==> src/rtl/mmio_timer_peripheral_if.sv <==
// CPU data-bus bundle for the MMIO timer peripheral.
// The CPU side uses the master modport and the peripheral uses the slave modport.
interface mmio_timer_peripheral_if;
  logic [31:0] Address;
  logic [31:0] Write_data;
  logic        MemRead;
  logic        MemWrite;
  logic [31:0] Read_data;
  logic        hit;

  modport master (
    output Address, Write_data, MemRead, MemWrite,
    input  Read_data, hit
  );

  modport slave (
    input  Address, Write_data, MemRead, MemWrite,
    output Read_data, hit
  );
endinterface

==> src/rtl/mmio_timer_peripheral.sv <==
// This file provides a 32-byte MMIO window containing a reloadable overflow timer with an interrupt, a systick counter, and LED and 7-segment registers.
// The optional UART transmitter is built only when MMIO_UART_TX_EN is defined.
module mmio_timer_peripheral #(
  parameter logic [31:0] BASE_ADDR    = 32'h4000_0000,
  parameter int unsigned CLKS_PER_BIT = 16
) (
  input  logic                   clk,
  input  logic                   reset,
  mmio_timer_peripheral_if.slave bus,
  output logic                   irq,
  output logic [7:0]             leds,
  output logic [11:0]            digi,
  output logic                   uart_txd
);

  localparam logic [2:0] OFF_TH      = 3'd0;
  localparam logic [2:0] OFF_TL      = 3'd1;
  localparam logic [2:0] OFF_TCON    = 3'd2;
  localparam logic [2:0] OFF_LED     = 3'd3;
  localparam logic [2:0] OFF_DIGI    = 3'd4;
  localparam logic [2:0] OFF_SYSTICK = 3'd5;
  localparam logic [2:0] OFF_UTX     = 3'd6;
  localparam logic [2:0] OFF_USTAT   = 3'd7;

  logic        hitWin;
  logic [2:0]  offset;
  logic        wrEn;
  logic        overflow;
  logic        uartBusy;
  logic        unusedAddrBits;

  logic [31:0] th_q, th_d;
  logic [31:0] tl_q, tl_d;
  logic [2:0]  tcon_q, tcon_d;
  logic [7:0]  led_q, led_d;
  logic [11:0] digi_q, digi_d;
  logic [31:0] systick_q;
  logic [31:0] rdata;

  assign hitWin         = (bus.Address[31:5] == BASE_ADDR[31:5]);
  assign offset         = bus.Address[4:2];
  assign wrEn           = bus.MemWrite & hitWin;
  assign unusedAddrBits = ^bus.Address[1:0];

  assign bus.hit = hitWin;
  assign irq     = tcon_q[1] & tcon_q[2];
  assign leds    = led_q;
  assign digi    = digi_q;

  // Overflow is judged on the pre-write TL, so a CPU store to TL or TCON on the
  // overflow edge still records the status event.
  always_comb begin
    th_d     = th_q;
    tl_d     = tl_q;
    tcon_d   = tcon_q;
    led_d    = led_q;
    digi_d   = digi_q;
    overflow = tcon_q[0] && (tl_q == 32'hFFFF_FFFF);
    if (tcon_q[0]) begin
      tl_d = overflow ? th_q : tl_q + 32'd1;
    end
    tcon_d[2] = tcon_q[2] | (overflow & tcon_q[1]);
    if (wrEn) begin
      case (offset)
        OFF_TH:   th_d   = bus.Write_data;
        OFF_TL:   tl_d   = bus.Write_data;
        OFF_TCON: tcon_d = {bus.Write_data[2] | (overflow & tcon_q[1]), bus.Write_data[1:0]};
        OFF_LED:  led_d  = bus.Write_data[7:0];
        OFF_DIGI: digi_d = bus.Write_data[11:0];
        default:  ;
      endcase
    end
  end

  always_ff @(posedge clk or negedge reset) begin
    if (!reset) begin
      th_q      <= '0;
      tl_q      <= '0;
      tcon_q    <= '0;
      led_q     <= '0;
      digi_q    <= '0;
      systick_q <= '0;
    end else begin
      th_q      <= th_d;
      tl_q      <= tl_d;
      tcon_q    <= tcon_d;
      led_q     <= led_d;
      digi_q    <= digi_d;
      systick_q <= systick_q + 32'd1;
    end
  end

  always_comb begin
    rdata = '0;
    if (bus.MemRead && hitWin) begin
      case (offset)
        OFF_TH:      rdata = th_q;
        OFF_TL:      rdata = tl_q;
        OFF_TCON:    rdata = {29'd0, tcon_q};
        OFF_LED:     rdata = {24'd0, led_q};
        OFF_DIGI:    rdata = {20'd0, digi_q};
        OFF_SYSTICK: rdata = systick_q;
        OFF_USTAT:   rdata = {31'd0, uartBusy};
        default:     rdata = '0;
      endcase
    end
  end

  assign bus.Read_data = rdata;

`ifdef MMIO_UART_TX_EN
  localparam int CNT_W = (CLKS_PER_BIT > 1) ? $clog2(CLKS_PER_BIT) : 1;

  typedef enum logic [1:0] {
    UART_IDLE,
    UART_START,
    UART_DATA,
    UART_STOP
  } uartState_t;

  uartState_t        state_q, state_d;
  logic [CNT_W-1:0]  cnt_q, cnt_d;
  logic [2:0]        bitIdx_q, bitIdx_d;
  logic [7:0]        shift_q, shift_d;
  logic              bitDone;

  assign uartBusy = (state_q != UART_IDLE);

  // Each frame phase lasts one bit period and the data bits shift out LSB first.
  // A store while a frame is in flight is simply ignored.
  always_comb begin
    state_d  = state_q;
    cnt_d    = cnt_q;
    bitIdx_d = bitIdx_q;
    shift_d  = shift_q;
    bitDone  = (cnt_q == CNT_W'(CLKS_PER_BIT - 1));
    if (state_q != UART_IDLE) begin
      cnt_d = bitDone ? '0 : cnt_q + CNT_W'(1);
    end
    case (state_q)
      UART_IDLE: begin
        if (wrEn && (offset == OFF_UTX)) begin
          state_d  = UART_START;
          shift_d  = bus.Write_data[7:0];
          cnt_d    = '0;
          bitIdx_d = '0;
        end
      end
      UART_START: if (bitDone) state_d = UART_DATA;
      UART_DATA: begin
        if (bitDone) begin
          shift_d = {1'b0, shift_q[7:1]};
          if (bitIdx_q == 3'd7) begin
            state_d = UART_STOP;
          end else begin
            bitIdx_d = bitIdx_q + 3'd1;
          end
        end
      end
      UART_STOP: if (bitDone) state_d = UART_IDLE;
      default:   state_d = UART_IDLE;
    endcase
  end

  always_ff @(posedge clk or negedge reset) begin
    if (!reset) begin
      state_q  <= UART_IDLE;
      cnt_q    <= '0;
      bitIdx_q <= '0;
      shift_q  <= '0;
    end else begin
      state_q  <= state_d;
      cnt_q    <= cnt_d;
      bitIdx_q <= bitIdx_d;
      shift_q  <= shift_d;
    end
  end

  always_comb begin
    uart_txd = 1'b1;
    case (state_q)
      UART_START: uart_txd = 1'b0;
      UART_DATA:  uart_txd = shift_q[0];
      default:    uart_txd = 1'b1;
    endcase
  end
`else
  localparam int unsigned unusedClksPerBit = CLKS_PER_BIT;

  assign uartBusy = 1'b0;
  assign uart_txd = 1'b1;
`endif

endmodule

==> src/flat_wrapper.sv <==
// flat-port wrapper written by rule: the top's interface ports become plain ports
module mmio_timer_peripheral_flat 
#(
  parameter logic [31:0] BASE_ADDR    = 32'h4000_0000,
  parameter int unsigned CLKS_PER_BIT = 16
)
  (clk, reset, irq, leds, digi, uart_txd, bus_Address, bus_Write_data, bus_MemRead, bus_MemWrite, bus_Read_data, bus_hit);
  mmio_timer_peripheral_if bus_i ();
  input  logic clk;
  input  logic reset;
  output logic irq;
  output logic [7:0] leds;
  output logic [11:0] digi;
  output logic uart_txd;
  input wire logic [$bits(bus_i.Address)-1:0] bus_Address;
  input wire logic [$bits(bus_i.Write_data)-1:0] bus_Write_data;
  input wire logic [$bits(bus_i.MemRead)-1:0] bus_MemRead;
  input wire logic [$bits(bus_i.MemWrite)-1:0] bus_MemWrite;
  output wire logic [$bits(bus_i.Read_data)-1:0] bus_Read_data;
  output wire logic [$bits(bus_i.hit)-1:0] bus_hit;
  assign bus_i.Address = bus_Address;
  assign bus_i.Write_data = bus_Write_data;
  assign bus_i.MemRead = bus_MemRead;
  assign bus_i.MemWrite = bus_MemWrite;
  assign bus_Read_data = bus_i.Read_data;
  assign bus_hit = bus_i.hit;
  mmio_timer_peripheral #(.BASE_ADDR(BASE_ADDR), .CLKS_PER_BIT(CLKS_PER_BIT)) u_core (.clk(clk), .reset(reset), .bus(bus_i), .irq(irq), .leds(leds), .digi(digi), .uart_txd(uart_txd));
endmodule
==> config.mk <==
export PLATFORM = sky130hd
export DESIGN_NAME = mmio_timer_peripheral_flat
export DESIGN_NICKNAME = d
export VERILOG_FILES = /design/src/rtl/mmio_timer_peripheral_if.sv /design/src/rtl/mmio_timer_peripheral.sv /design/src/flat_wrapper.sv
export SDC_FILE = /design/constraint.sdc
export NUM_CORES = 1
export LEC_CHECK = 0
export CORE_MARGIN = 2
export CORE_UTILIZATION = 30
export DETAILED_ROUTE_END_ITERATION = 10
export GPL_ROUTABILITY_DRIVEN = 0
export PLACE_DENSITY_LB_ADDON = 0.3
export SLEW_MARGIN = 20
export SYNTH_ARGS = -nofsm -noshare
export SYNTH_HDL_FRONTEND = slang
export SYNTH_SLANG_ARGS = --single-unit
export TNS_END_PERCENT = 1
==> constraint.sdc <==
create_clock -name clk -period 2.49 [get_ports clk]
set_input_delay 0.3735 -clock clk [delete_from_list [all_inputs] [get_ports clk]]
set_output_delay 0.3735 -clock clk [all_outputs]
set_load 0.005 [all_outputs]
# Word-level counts from Yosys, hierarchy flattened
# Cells that the tools add are included.
dict set report word_totals {
  in_bits 68
  word_cells 36
  output_inout_bits 55
  ff_bits 119
}
dict set report op_classes {
  n_bitwise 5
  reduce_logical 7
  n_mux 8
  n_eq_ne 7
  n_addsub 2
}
# operator count
set ops {}
lappend ops {{$pmux 32 s6} 1}
lappend ops {{$mux 32} 5}
lappend ops {{$add 32x1->32 const B} 2}
lappend ops {{$eq 32x32->1 const B} 1}
lappend ops {{$eq 27x26->1 const B} 1}
lappend ops {{$reduce_and 2->1} 4}
lappend ops {{$eq 3x2->1 const B} 2}
lappend ops {{$eq 3x3->1 const B} 2}
lappend ops {{$mux 3} 2}
lappend ops {{$and 1x1->1} 3}
lappend ops {{$eq 3x1->1 const B} 1}
lappend ops {{$logic_not 3->1} 1}
lappend ops {{$logic_and 1x1->1} 2}
lappend ops {{$or 1x1->1} 2}

# Longest topological paths before layout
dict set report depth {
  depth_word 6
  ltp_mapped 9
  mapped_depth_nobuf 6
}

# Worst setup path before layout
# No wires, ideal clock.
dict set report synth_path {
  path_type {in2out}
  startpoint {input port bus_Address[2]}
  endpoint {output port bus_Read_data[11]}
  stages 5
  n_path_buf 3
  slack_ps 391
  arrival_time_ps 1725
  required_time_ps 2117
  path_cell_list {buf_2 -> buf_1 -> buf_1 -> mux4_2 -> nor2b_1}
}
dict set report synth_between {
  elab_chain_len 3
  word_cells_on_any_way 8
}
# item line_no
set synth_lines {}
lappend synth_lines {{start, declared} flat_wrapper.sv:15} ;# input wire logic [$bits(bus_i.Address)-1:0] bus_Address;
lappend synth_lines {{$eq 3x3->1, or another cell as far along} mmio_timer_peripheral.sv:96} ;# case (offset)
lappend synth_lines {{$pmux 32 s6 *} mmio_timer_peripheral.sv:96}
lappend synth_lines {{$mux 32 *} mmio_timer_peripheral.sv:95} ;# if (bus.MemRead && hitWin) begin
lappend synth_lines {{end, declared} flat_wrapper.sv:19} ;# output wire logic [$bits(bus_i.Read_data)-1:0] bus_Read_data;
# Every way passes the cells marked *; elsewhere a longest branch is shown, timed or not.

# Worst setup path in the final report
dict set report layout_path {
  startpoint {input port bus_Address[19]}
  endpoint {output port bus_Read_data[26]}
}
dict set report layout_between {
  elab_chain_len 3
}
# item line_no
set layout_lines {}
lappend layout_lines {{$eq 27x26->1} mmio_timer_peripheral.sv:40} ;# assign hitWin = (bus.Address[31:5] == BASE_ADDR[31:5]);
lappend layout_lines {{$logic_and 1x1->1} mmio_timer_peripheral.sv:95}
lappend layout_lines {{$mux 32} mmio_timer_peripheral.sv:95}
# No other way between the ends.

==> results.cfg <==
[sta]
period_needed_ps = 2450
rsz0062_at_grt = yes
finalSetupTns_ps = 0
setup_viol = 0
fmax_ghz = 0.4082
whs_ps = 451.5
fin_ws_ps = 40.14
slew_viol_final = 0
period_share_pct = 98.39
clock_skew_ps = 9.540
hold_viol_final = 0

[die]
die_area_mm2 = 0.02521
row_count = 56
dieHeight_um = 158.8
start_util_pct = 30.61
dieWidth_um = 158.8
core_area_mm2 = 0.02347
io_pins = 123

[power]
powerDensity_mw_per_mm2 = 469.9
p_int_mw = 3.616
power_mw = 4.630
power_frac_clock_pct = 51.5
p_leak_nw = 4.351
seq_power_share_pct = 41.8
p_sw_mw = 1.014
ir_worst_vdd_uv = 352.2
swShare_pct = 21.90
combPwrFrac_pct = 6.7

[detailed_routing]
num_vias = 6430
drtAntennaViolNets = 0
wirelength_mm = 23.17
wl_per_cell_um = 18.87
vias_per_cell = 5.236
firstDrtPassIters = 5
drc = 0
drtIter0Drc = 466

[global_routing]
globalRouteTotalUtil_pct = 18.51
antenna_found_initial = 0
grt_pass1_wl_mm = 37.04
grt_max_degree = 55
first_global_vias = 6479
grt_overflow = 0

[layout]
n_fill_cell = 2303
seqCellArea_mm2 = 0.002978
syn2layout_area_growth_pct = 37.14
fin_util_pct = 41.98
nNetsFinal = 969
diodes = 0
final_layout_size_suffix_gt1_share_pct = 27.94
multiInputGateArea_mm2 = 0.004033

[critical_path]
start_kind = input pin
required_ps = 2120
critPathArrivalTime_ps = 2080
crit_type = in -> out
worst-r2r-cell-count = 7
cp_max_fo = 5
endpoint_kind = primary output

[synthesis]
syn_nets = 794
synth_top_flop_cell = dfrtp_1
ys_warn_count = 0
synth_edf_count = 0
synth_seq_cells = 119
syn-instance-count = 724
netlist_area_mm2 = 0.007186
postSynthAreaPerCell_um2 = 9.925
netlist-cell-type-count = 68
async_reset_ff_share_pct = 100.0
synth_seq_area_share_pct = 41.44

[clocking]
cts_sinks = 119
clkTransAtPathRegs_ps = 50
cts_buffer_depth = 2
cts_tree = built
clk_latency_ps = 420
htree_levels = 4
root_buffer = clkbuf_16
cts_buffers = 17

[place]
portBuffers = 119
dpl_worst_slack_ps = -635.8
hpwl_mm = 16.83

[flow_run]
cap_violations = 0

[hold_path]
worstHoldPathType = in -> async

[run_status]
status = complete, no violations
## registers in the layout (all words and copies together) (netlist names)
signal	cells
u_core.leds	8
u_core.tcon_q	3
u_core.tl_q	32
u_core.th_q	32
u_core.digi	12
u_core.systick_q	32
## logic make-up after synthesis
family          synth area share, %
xor+xnor                      5.485
fa+ha+maj                    0.3482
buf+inv                       4.928
mux                           16.11
simple gates                  20.81
other cells                 0.05219
flops                         41.44
compound gates                10.83
## cells in the mapped netlist (all sizes together), types with 10 or more instances
| cell | n | area [um^2] |
|---|---|---|
| o31ai | 13 | 102.6 |
| xnor2 | 24 | 210.2 |
| nor2b | 10 | 62.56 |
| nor2 | 72 | 272.8 |
| mux2 | 58 | 653.1 |
| mux2i | 32 | 320.3 |
| clkbuf | 20 | 96.34 |
| and3 | 11 | 71.31 |
| dfrtp | 119 | 2978 |
| nand3 | 32 | 177.7 |
| buf | 26 | 170.2 |
| nor3 | 28 | 166.4 |
| nand4 | 28 | 202.7 |
| a21oi | 39 | 195.2 |
| and4 | 12 | 106.4 |
| a31oi | 20 | 125.1 |
| nor4 | 15 | 108.9 |
| inv | 20 | 75.07 |
| xor2 | 21 | 183.9 |
| nand2 | 39 | 153.9 |
| o21ai | 19 | 95.09 |
## metal layers
metal / track usage (%) / wire [um] / part of all wire (%)
met3: 4.284 / 1282 / 5.5
met2: 29.67 / 10790 / 47
met1: 25.31 / 10880 / 47
met5: 0 / 0 / 0
met4: 4.420 / 214 / 0.92
## critical path: stages
cell	delay, ps
dlygate4sd2_1	240
nor4_2	220
buf_4	160
and3_4	180
and2_4	170
nand3_4	150
buf_6	170
buf_6	110
buf_4	130
nor2_2	60
buf_2	110
## area by class of cell
class | instances | area share, %
Multi-Input combinational cell | 537 | 40.92
Timing Repair Buffer | 203 | 18.37
Inverter | 21 | 0.7999
Clock inverter | 4 | 0.7110
Tap cell | 319 | 4.050
Sequential cell | 119 | 30.22
Clock buffer | 25 | 4.926
## repair_timing
action	in CTS	in global routing
endpoints found under the setup margin	33	33
pin swaps	18	7
endpoints found under the hold margin	30	0
resized for setup	181	23
buffers inserted	12	1
hold buffers	1	0
gates cloned	3	0
## per-stage QoR
step / std cells / instance area (um^2)
final: 1228 / 9854
after global routing: 1228 / 9854
after CTS: 1227 / 9809
after detailed placement: 1182 / 9097
after global placement: 1182 / 9097
after floorplan: 724 / 7186
## path summary, 6_finish.rpt
| check | startpoint | end | slack, ps |
|---|---|---|---|
| max | bus_Address[19] | bus_Read_data[26] | 40 |
| min | reset | u_core.systick_q[27]$_DFF_PN0_ | 450 |
| max reg2reg | u_core.tl_q[0]$_DFF_PN0_ | u_core.tl_q[6]$_DFF_PN0_ | 300 |
| min reg2reg | u_core.systick_q[26]$_DFF_PN0_ | u_core.systick_q[26]$_DFF_PN0_ | 490 |
| max in group asynchronous | reset | u_core.tl_q[6]$_DFF_PN0_ | 1360 |
| min in group clk | u_core.systick_q[26]$_DFF_PN0_ | u_core.systick_q[26]$_DFF_PN0_ | 490 |
## power by group through the flow
stage                     combinational (mW)  clock, mW  sequential [mW]
final                                  0.310       2.38             1.94
after global routing                   0.337       2.52             1.93
after CTS                              0.309       2.42             1.94
after detailed placement               0.312          0             1.97
after global placement                 0.311          0             1.97
after floorplan                       0.0881          0             1.97
## placed cells by master (no fill, tap or decap), types with 4 or more instances in the layout
master,synthesis,final
o31ai_1,12,12
a2bb2oi_1,4,4
or4_1,4,4
buf_4,5,64
and2_1,6,5
nor2_2,1,7
o21ai_0,18,18
and3_1,9,8
a31oi_1,20,20
inv_1,20,20
and4_1,11,11
buf_6,5,9
nor2_4,0,5
mux2_2,58,58
nor4_1,14,9
clkbuf_1,17,5
mux2i_1,32,32
nand4_1,25,25
nand2_1,38,37
buf_12,0,8
nor3_1,24,23
o211ai_1,4,4
xnor2_1,24,24
clkbuf_2,1,4
a21oi_1,39,39
clkbuf_16,0,17
or3_1,4,4
nor2_1,71,60
clkdlybuf4s15_1,0,7
dfrtp_1,119,119
dlygate4sd2_1,0,22
clkdlybuf4s50_1,0,57
buf_2,13,27
xor2_1,21,21
a22oi_1,6,6
nand3_1,30,29
mux4_2,7,7
nor2b_1,10,6
Note: power is estimated with default switching activity, not from simulation.
